$ cat src/rtl/uart_rx_axis_fifo.sv
// UART receive byte FIFO with an AXI4-Stream master output and sticky overflow.
// Define UART_RX_PERR_DROP_EN to discard parity-error bytes instead of tagging them.
module uart_rx_axis_fifo #(
  parameter int DATA_BITS = 8,
  parameter int FIFO_DEPTH = 16,
  localparam int CW = $clog2(FIFO_DEPTH) + 1
) (
  input  logic                 clk,
  input  logic                 rst,
  input  logic [DATA_BITS-1:0] rx_data,
  input  logic                 rx_valid,
  input  logic                 parity_error,
  output logic [DATA_BITS-1:0] m_axis_tdata,
  output logic                 m_axis_tuser,
  output logic                 m_axis_tvalid,
  input  logic                 m_axis_tready,
  output logic [CW-1:0]        fifo_count,
  output logic                 overflow,
  input  logic                 clr_overflow
);

  localparam int AW = $clog2(FIFO_DEPTH);
`ifdef UART_RX_PERR_DROP_EN
  localparam int EW = DATA_BITS;
`else
  localparam int EW = DATA_BITS + 1;
`endif

  logic [EW-1:0] mem [FIFO_DEPTH];
  logic [AW-1:0] wr_ptr;
  logic [AW-1:0] rd_ptr;
  logic [EW-1:0] entry;
  logic [EW-1:0] head;
  logic          wr;
  logic          pop;
  logic          full;
  logic          wr_ok;
  logic          drop;

`ifdef UART_RX_PERR_DROP_EN
  assign wr           = rx_valid & ~parity_error;
  assign entry        = rx_data;
  assign m_axis_tdata = head;
  assign m_axis_tuser = 1'b0;
`else
  assign wr           = rx_valid | parity_error;
  assign entry        = {parity_error, rx_data};
  assign m_axis_tdata = head[DATA_BITS-1:0];
  assign m_axis_tuser = head[DATA_BITS];
`endif

  assign head          = mem[rd_ptr];
  assign m_axis_tvalid = (fifo_count != '0);
  assign full          = (fifo_count == CW'(FIFO_DEPTH));
  assign pop           = m_axis_tvalid & m_axis_tready;
  // a same-cycle pop frees the slot a full FIFO needs
  assign wr_ok         = wr & (~full | pop);
  assign drop          = wr & full & ~pop;

  always_ff @(posedge clk) begin
    if (!rst && wr_ok) begin
      mem[wr_ptr] <= entry;
    end
  end

  always_ff @(posedge clk) begin
    if (rst) begin
      wr_ptr     <= '0;
      rd_ptr     <= '0;
      fifo_count <= '0;
      overflow   <= 1'b0;
    end else begin
      if (wr_ok) begin
        wr_ptr <= wr_ptr + AW'(1);
      end
      if (pop) begin
        rd_ptr <= rd_ptr + AW'(1);
      end
      fifo_count <= fifo_count + CW'(wr_ok) - CW'(pop);
      if (drop) begin
        overflow <= 1'b1;
      end else if (clr_overflow) begin
        overflow <= 1'b0;
      end
    end
  end

endmodule

$ cat config.mk
export PLATFORM = sky130hd
export DESIGN_NAME = uart_rx_axis_fifo
export DESIGN_NICKNAME = d
export VERILOG_FILES = /design/src/rtl/uart_rx_axis_fifo.sv
export SDC_FILE = /design/constraint.sdc
export NUM_CORES = 1
export LEC_CHECK = 0
export ABC_AREA = 1
export CORE_AREA = 4 4 120 122
export DETAILED_ROUTE_END_ITERATION = 16
export DIE_AREA = 0 0 124 126
export MAX_ROUTING_LAYER = met4
export PLACE_DENSITY = 0.84
export SETUP_SLACK_MARGIN = 0.4
export SKIP_CTS_REPAIR_TIMING = 1
export SKIP_LAST_GASP = 1
export SLEW_MARGIN = 20
export SYNTH_ARGS = -nofsm -noshare
export SYNTH_HDL_FRONTEND = slang
export SYNTH_SLANG_ARGS = --single-unit
$ cat constraint.sdc
create_clock -name clk -period 2.09 [get_ports clk]
set_clock_uncertainty 0.05 [all_clocks]
set_input_delay 0.418 -clock clk [delete_from_list [all_inputs] [get_ports clk]]
set_output_delay 0.418 -clock clk [all_outputs]
set_load 0.02 [all_outputs]
; Word level (Yosys, flattened, before mapping)
; Memories as Yosys holds them, arrays and structs flattened. A register that Yosys moved wholly into a read port is not among the register bits.
; Index checks and enable logic that the tools add are counted.
[op_classes]
add_sub_neg = 4
eq_ne = 1
mux = 6
bitwise = 8
n_reduce_logical = 4
[ops]
columns = operator, count
row1 = 4-bit by 1-bit adder with 4-bit output (second input constant), 2
row2 = 4-bit 2-to-1 mux, 2
row3 = 5-bit by 1-bit adder with 5-bit output, 1
row4 = 5-bit == test (second input constant), 1
row5 = 5-bit nonzero test, 1
row6 = 5-bit by 1-bit subtractor with 5-bit output, 1
row7 = 1-bit AND, 4
row8 = 1-bit 2-to-1 mux, 4
row9 = 1-bit NOT, 2
row10 = 1-bit OR, 2
row11 = 2-bit nonzero test, 1
row12 = 1-bit logical AND, 1
row13 = 1-bit zero test, 1
[word_totals]
register_bits = 14
mem_bits_rw = 144
in_bits = 14
output_inout_bits = 16
word_cells = 28
mem_count = 1
[memory_table]
columns = memory, words, word_bits, read_ports, rd_clocked_by_memory_dff, write_ports, line
row1 = mem, 16, 9, 1, 1, 1, 29  ; logic [EW-1:0] mem [FIFO_DEPTH];

; Depth between registers and ports, before layout
; Gate-level depths: netlist of run 1.
[depth]
ltp_word = 7
mapped_depth = 17

; Least setup slack after synthesis of run 1
; No wires, ideal clock.
[synth_timing]
path_kind = reg2reg
start = reg fifo_count[2]
end = reg fifo_count[4]
setup_time_ns = 0.113
arrival_time_ns = 2.405
t_required_ns = 1.927
setup_slack_ns = -0.478
stages_incl_launch_ff = 17
period_less_slack_ns = 2.568
path_cell_list = dfxtp_1 > inv_1 > ha_1 > nand3_1 > nand2_1 > inv_2 > ha_1 > inv_1 > ha_1 > inv_1 > fa_1 > inv_1 > nand2_1 > nand2_1 > a21oi_1 > nor2_1 > nor2_1
[synth_via]
elab_chain_cells = 6
elab_cells_between_ends = 8
classes_between = add/sub (2) / eq/ne (1) / bitwise (4) / reduce/logical (1)
[synth_lines]
columns = element, line
row1 = from (decl), 17  ; output logic [CW-1:0] fifo_count,
row2 = from (signal assigned), 79  ; fifo_count <= fifo_count + CW'(wr_ok) - CW'(pop);
row3 = 5-bit nonzero test *, 53  ; assign m_axis_tvalid = (fifo_count != '0);
row4 = net m_axis_tvalid, 15  ; output logic m_axis_tvalid,
row5 = 1-bit AND *, 55  ; assign pop = m_axis_tvalid & m_axis_tready;
row6 = net pop, 35  ; logic pop;
row7 = 1-bit OR, 57  ; assign wr_ok = wr & (~full | pop);
row8 = 1-bit AND, 57
row9 = 5-bit by 1-bit adder with 5-bit output, 79
row10 = 5-bit by 1-bit subtractor with 5-bit output *, 79
; The timed path passes the listed nets; every way through them passes the cells marked *.
; A chain may end at the register's enable or synchronous reset.

==> metrics.txt, run 1 <==
crit path launch type=flip-flop; Fin. Hold Viols=0; DP Wirelength=10600 microns; worst-path fanout max=8; share of post-route cells with drive strength above 1=28.7%; Ys Warns=0; worst skew pair latency=430 ps; Syn Area/Cell=10.0 sq um; Design Power=10600 uW; Max Root-Sink Buffers=2; most common cell after layout, fill and taps aside=nand2_1; Nets=845; fin crit share=109%; first-pass GRT wire length=26500 microns; initial antenna violation count=0; Max stage delay on crit path=430 ps; IO Pins=30; status=complete, but fails checks; Critical-path top delay cell=dfxtp_4; DIE WIDTH=124 microns; Peak VDD IR=857 uV; Synthesized Nets=749; # H-tree levels=4; Clock transition at path regs=60 ps; ant diodes=0; vias in the first global route=5111; WHS=430 ps; Min-Delay Path Class=reg -> reg; failing checks=negative setup slack; Netlist cell types=25; cell count after synthesis=723; GRT Util Overall=23.6%; Slew Limit Fails=0; crit-path leading delay family=simple AND/OR/NAND/NOR gates; core area=0.0132 sq mm; post-synthesis sequential area ratio=64.7%; Root Driver=clkbuf_16; Initial Util=54.9%; Initial DRC Count=878; DRC violations left=0; relative slew slack=46.7%; worst slew pin tran=798 ps; most frequent cells in the layout=nand2_1 (194), edfxtp_1 (144), inv_1 (123); Setup TNS=-1470 ps; CP Data Required Time=1620 ps; Seq cells post-synth=162; clk sink count=162; die area=0.0156 sq mm; pre-CTS WS=-523 ps; kind of critical path=reg -> out; grt ovf=0; unrepaired setup endpoints after global routing=true; worst path bufs/invs=3; TritonRoute pass-1 iters=5; Post-Syn Area=0.00725 sq mm; fin crit period=2290 ps; # rows=42; utilization after layout=73.4%; fill count=755; P_leak=0.00414 uW; crit-path cells=buf_6 -> clkbuf_16 -> nand2_1 -> nand3_1 -> nand3_2 -> nand3_1 -> nand2_1 -> buf_6; Worst setup EP type=output pin; Max-cap violations=0; routed vias/inst=5.68; Setup Viol. Count Final=18; total CTS buffers=17; TritonCTS clock tree=yes; final WL=21100 microns; via count=5723; Power Density=1090 mW/mm^2; fmax=0.437 GHz; GP Congestion=0.843; largest net degree at the start of global routing=36; I/O Buffers=29; Worst EP arrival=1820 ps; worst setup margin=-197 ps; Die Y=126 microns; drt wl/cell=20.9 microns; number of routed nets with antenna violations=0; Layout area overhead=33.7%
-- state kept, by name, indices dropped and copies added (netlist names), named ones only --
name        cells
wr_ptr          4
rd_ptr          4
mem           144
fifo_count      5
overflow        1
-- synthesized netlist by cell type --
| master | count | area [sq um] |
|---|---|---|
| a21oi_1 | 10 | 50.1 |
| buf_2 | 9 | 45.0 |
| buf_4 | 10 | 75.1 |
| buf_6 | 9 | 101 |
| clkbuf_2 | 1 | 5.00 |
| clkinv_1 | 1 | 3.75 |
| dfxtp_1 | 18 | 360 |
| edfxtp_1 | 144 | 4320 |
| fa_1 | 1 | 20.0 |
| ha_1 | 11 | 138 |
| inv_1 | 128 | 480 |
| inv_2 | 4 | 15.0 |
| inv_6 | 1 | 8.76 |
| nand2_1 | 215 | 807 |
| nand2_2 | 4 | 25.0 |
| nand2_4 | 1 | 11.3 |
| nand3_1 | 115 | 576 |
| nand3_2 | 1 | 10.0 |
| nand4_1 | 3 | 18.8 |
| nor2_1 | 28 | 105 |
| nor2_2 | 2 | 12.5 |
| nor2_4 | 1 | 11.3 |
| o21ai_0 | 2 | 10.0 |
| or2_1 | 1 | 6.26 |
| xor2_1 | 3 | 26.3 |
-- kinds of logic (layout without fill, tap and decap cells) --
logic type	after synthesis	count (layout)	synth area share, %
DFF	162	162	64.7
AOI/OAI and AO/OA	12	12	0.829
buffers and inverters	163	264	10.1
adders and majority gates	12	12	2.18
and+or+nand+nor	371	379	21.8
xor gates and xnor gates	3	3	0.363
-- worst register-to-register path: cells and delay by family (launching register included) --
| family | cells | cell delay, ps |
|---|---|---|
| adders and majority gates | 4 | 860 |
| DFF | 1 | 350 |
| and+or+nand+nor | 6 | 430 |
| buffers and inverters | 5 | 260 |
| AOI/OAI and AO/OA | 1 | 50 |
-- through the flow --
step / area (sq um) / std cells
after floorplan: 7460 / 723
after global placement: 8220 / 943
after detailed placement: 8220 / 943
after CTS: 8770 / 975
after global routing: 9690 / 1008
final: 9690 / 1008
-- layout make-up --
class,instances,area [sq um],share of cell area [%]
tap,176,220,2.27
timing repair buffer,98,1210,12.5
inverter,134,518,5.35
clock buffer,19,433,4.47
clock inverter,13,119,1.23
sequential,162,4700,48.5
multi-input combinational,406,2480,25.7
-- final timing paths --
path              cells past startpoint                  endpoint  slack [ps]                startpoint
hold / removal                        2     overflow$_SDFFE_PP0P_         430     overflow$_SDFFE_PP0P_
setup / recovery                      8              m_axis_tuser        -200                 flip-flop
hold reg to reg                       2     overflow$_SDFFE_PP0P_         430     overflow$_SDFFE_PP0P_
setup reg to reg                     16  fifo_count[4]$_SDFF_PP0_         -10  fifo_count[2]$_SDFF_PP0_
-- per-layer routing --
layer	GRT usage [%]	up-vias	share of wire [%]	routed length (microns)
li1	-	2529	-	-
met1	29.5	2682	34	7230
met2	37.1	424	51	10800
met3	5.56	88	9.9	2090
met4	9.66	0	4.3	903
met5	-	-	0	0
-- power breakdown --
part           internal [uW]  total (uW)  switching (uW)
clock network           1730        2960            1230
logic                   1620        3770            2150
registers               3690        3830             142
(Power assumes the default switching activity.)
==> inputs of run 2 (changes only) <==
--- a/config.mk
+++ b/config.mk
@@ -7,6 +7,7 @@
 export LEC_CHECK = 0
 export ABC_AREA = 1
 export CORE_AREA = 4 4 120 122
+export CTS_CLUSTER_DIAMETER = 120
 export DETAILED_ROUTE_END_ITERATION = 16
 export DIE_AREA = 0 0 124 126
 export MAX_ROUTING_LAYER = met4
==> results of run 2 <==
Same layout as run 1: the final DEF is identical, and so are final timing and power.
==> inputs of run 3 (changes only) <==
--- a/config.mk
+++ b/config.mk
@@ -10,8 +10,9 @@
 export CTS_CLUSTER_DIAMETER = 120
 export DETAILED_ROUTE_END_ITERATION = 16
 export DIE_AREA = 0 0 124 126
+export GPL_TIMING_DRIVEN = 0
 export MAX_ROUTING_LAYER = met4
-export PLACE_DENSITY = 0.84
+export PLACE_DENSITY = 0.76
 export SETUP_SLACK_MARGIN = 0.4
 export SKIP_CTS_REPAIR_TIMING = 1
 export SKIP_LAST_GASP = 1
==> constraint.sdc (replaced) <==
create_clock -name clk -period 2.09 [get_ports clk]
set_clock_uncertainty 0.05 [all_clocks]
set_input_delay 0.627 -clock clk [delete_from_list [all_inputs] [get_ports clk]]
set_output_delay 0.627 -clock clk [all_outputs]
set_load 0.02 [all_outputs]
==> metrics.txt, run 3 (synthesis gave the netlist of run 1 again) <==
status=complete, but fails checks (unchanged); failing checks=negative setup slack (unchanged); Power Density=1150 mW/mm^2 (was 1090 mW/mm^2); worst setup margin=-352 ps (was -197 ps); worst slew pin tran=947 ps (was 798 ps); final WL=19700 microns (was 21100 microns); Layout area overhead=33.6% (was 33.7%); first-pass GRT wire length=27100 microns (was 26500 microns); Root Driver=clkbuf_16 (unchanged); total CTS buffers=17 (unchanged); I/O Buffers=29 (unchanged); TritonRoute pass-1 iters=5 (unchanged); number of routed nets with antenna violations=0 (unchanged); Clock transition at path regs=60 ps (about the same); vias in the first global route=5030 (was 5111); Design Power=11100 uW (was 10600 uW); DP Wirelength=11600 microns (was 10600 microns); register area=0.00470 sq mm (unchanged); IO Pins=30 (unchanged); GRT Util Overall=24.7% (was 23.6%); share of post-route cells with drive strength above 1=29.9% (was 28.7%); crit path launch type=flip-flop (unchanged); Hold Path Origin=overflow$_SDFFE_PP0P_ (unchanged); Min-Delay Path Class=reg -> reg (unchanged); Worst R2R Start=fifo_count[3]$_SDFF_PP0_ (was fifo_count[2]$_SDFF_PP0_); largest reg by FF count=mem (unchanged); drt wl/cell=19.7 microns (was 20.9 microns); DIE WIDTH=124 microns (unchanged); CP Data Required Time=1410 ps (was 1620 ps); Worst setup EP type=output pin (unchanged); flop-to-flop setup slack=-50 ps (was -10 ps); worst skew pair latency=430 ps (about the same); relative slew slack=36.6% (was 46.7%); unrepaired setup endpoints after global routing=true (unchanged); core area=0.0132 sq mm (unchanged); Nets=840 (was 845); fill count=840 (was 755); fin crit share=117% (was 109%); P_leak=0.00410 uW (was 0.00414 uW); GP Congestion=0.911 (was 0.843); Max-cap violations=0 (unchanged); via count=5371 (was 5723); most frequent cells in the layout=nand2_1 (185), edfxtp_1 (144), inv_1 (121) (was nand2_1 (194), edfxtp_1 (144), inv_1 (123)); TritonCTS clock tree=yes (unchanged); initial antenna violation count=0 (unchanged); Setup Viol. Count Final=10 (was 18); Regs by FF count=mem x144, fifo_count x5 (unchanged); most common cell after layout, fill and taps aside=nand2_1 (unchanged); Initial Util=54.9% (unchanged); # rows=42 (unchanged); multi-input logic area=0.00246 sq mm (was 0.00248 sq mm); clk sink count=162 (unchanged); Max Root-Sink Buffers=2 (unchanged); worst-path fanout max=10 (was 8); largest net degree at the start of global routing=18 (was 36); Peak VDD IR=960 uV (was 857 uV); Die Y=126 microns (unchanged); fin crit period=2440 ps (was 2290 ps); Largest register FFs=144 (unchanged); # H-tree levels=4 (unchanged); kind of critical path=reg -> out (unchanged); Initial DRC Count=679 (was 878); DRC violations left=0 (unchanged); routed vias/inst=5.35 (was 5.68); fmax=0.410 GHz (was 0.437 GHz); ant diodes=0 (unchanged); Fin. Hold Viols=0 (unchanged); Setup TNS=-3020 ps (was -1470 ps); die area=0.0156 sq mm (unchanged); Worst EP arrival=1760 ps (was 1820 ps); Slew Limit Fails=0 (unchanged); grt ovf=0 (unchanged)
## run 3: path summary, 6_finish.rpt
kind,end,depth (start not counted)
hold / removal,overflow$_SDFFE_PP0P_,2
hold reg to reg,overflow$_SDFFE_PP0P_,2
setup / recovery,m_axis_tdata[7],9
setup reg to reg,fifo_count[4]$_SDFF_PP0_,17
## run 3: final cells by class
type                            instances  share of cell area [%]
Sequential cell                       162                    48.6
Timing Repair inverter                  2                   0.168
Timing Repair Buffer                   65                    7.91
Multi-Input combinational cell        403                    25.4
Clock buffer                           21                    4.55
Buffer                                 29                    3.41
Tap cell                              176                    2.28
Clock inverter                         11                    2.16
Inverter                              134                    5.53
## run 3: report_power, final
| group | leakage (uW) | total (uW) | internal, uW | switching [uW] |
|---|---|---|---|---|
| clock network | 0.000319 | 3470 | 2230 | 1240 |
| registers | 0.00145 | 3810 | 3690 | 117 |
| logic | 0.00233 | 3820 | 1590 | 2240 |
## run 3: per-stage QoR
step                worst slack, ps  std cells  cell area, sq um  utilization [%]  hold slack [ps]
floorplan                      -228        723              7470                -              421
global placement              -1290        928              7990             60.5              410
detailed placement            -1380        928              7990             60.5              430
CTS                            -926        960              8630             65.5              441
global route                   -408       1003              9680             73.4              469
finish                         -352       1003              9680             73.4              450
## run 3: metal layers
metal	share of wire [%]	wire length (microns)	vias to the layer above	track usage [%]
li1	-	-	2516	-
met1	39	7700	2563	30.4
met2	51	10000	242	39.3
met3	6.6	1310	50	5.61
met4	3.6	703	0	10.6
met5	0	0	-	-
## run 3: worst max-delay path: stages (launching register included)
cell and delay [ps]:
dfxtp_4 360, buf_12 160, inv_16 90, buf_8 140
nand2_1 60, nand3_1 90, nand3_2 120, nand3_2 110
nand2_2 70, buf_6 130
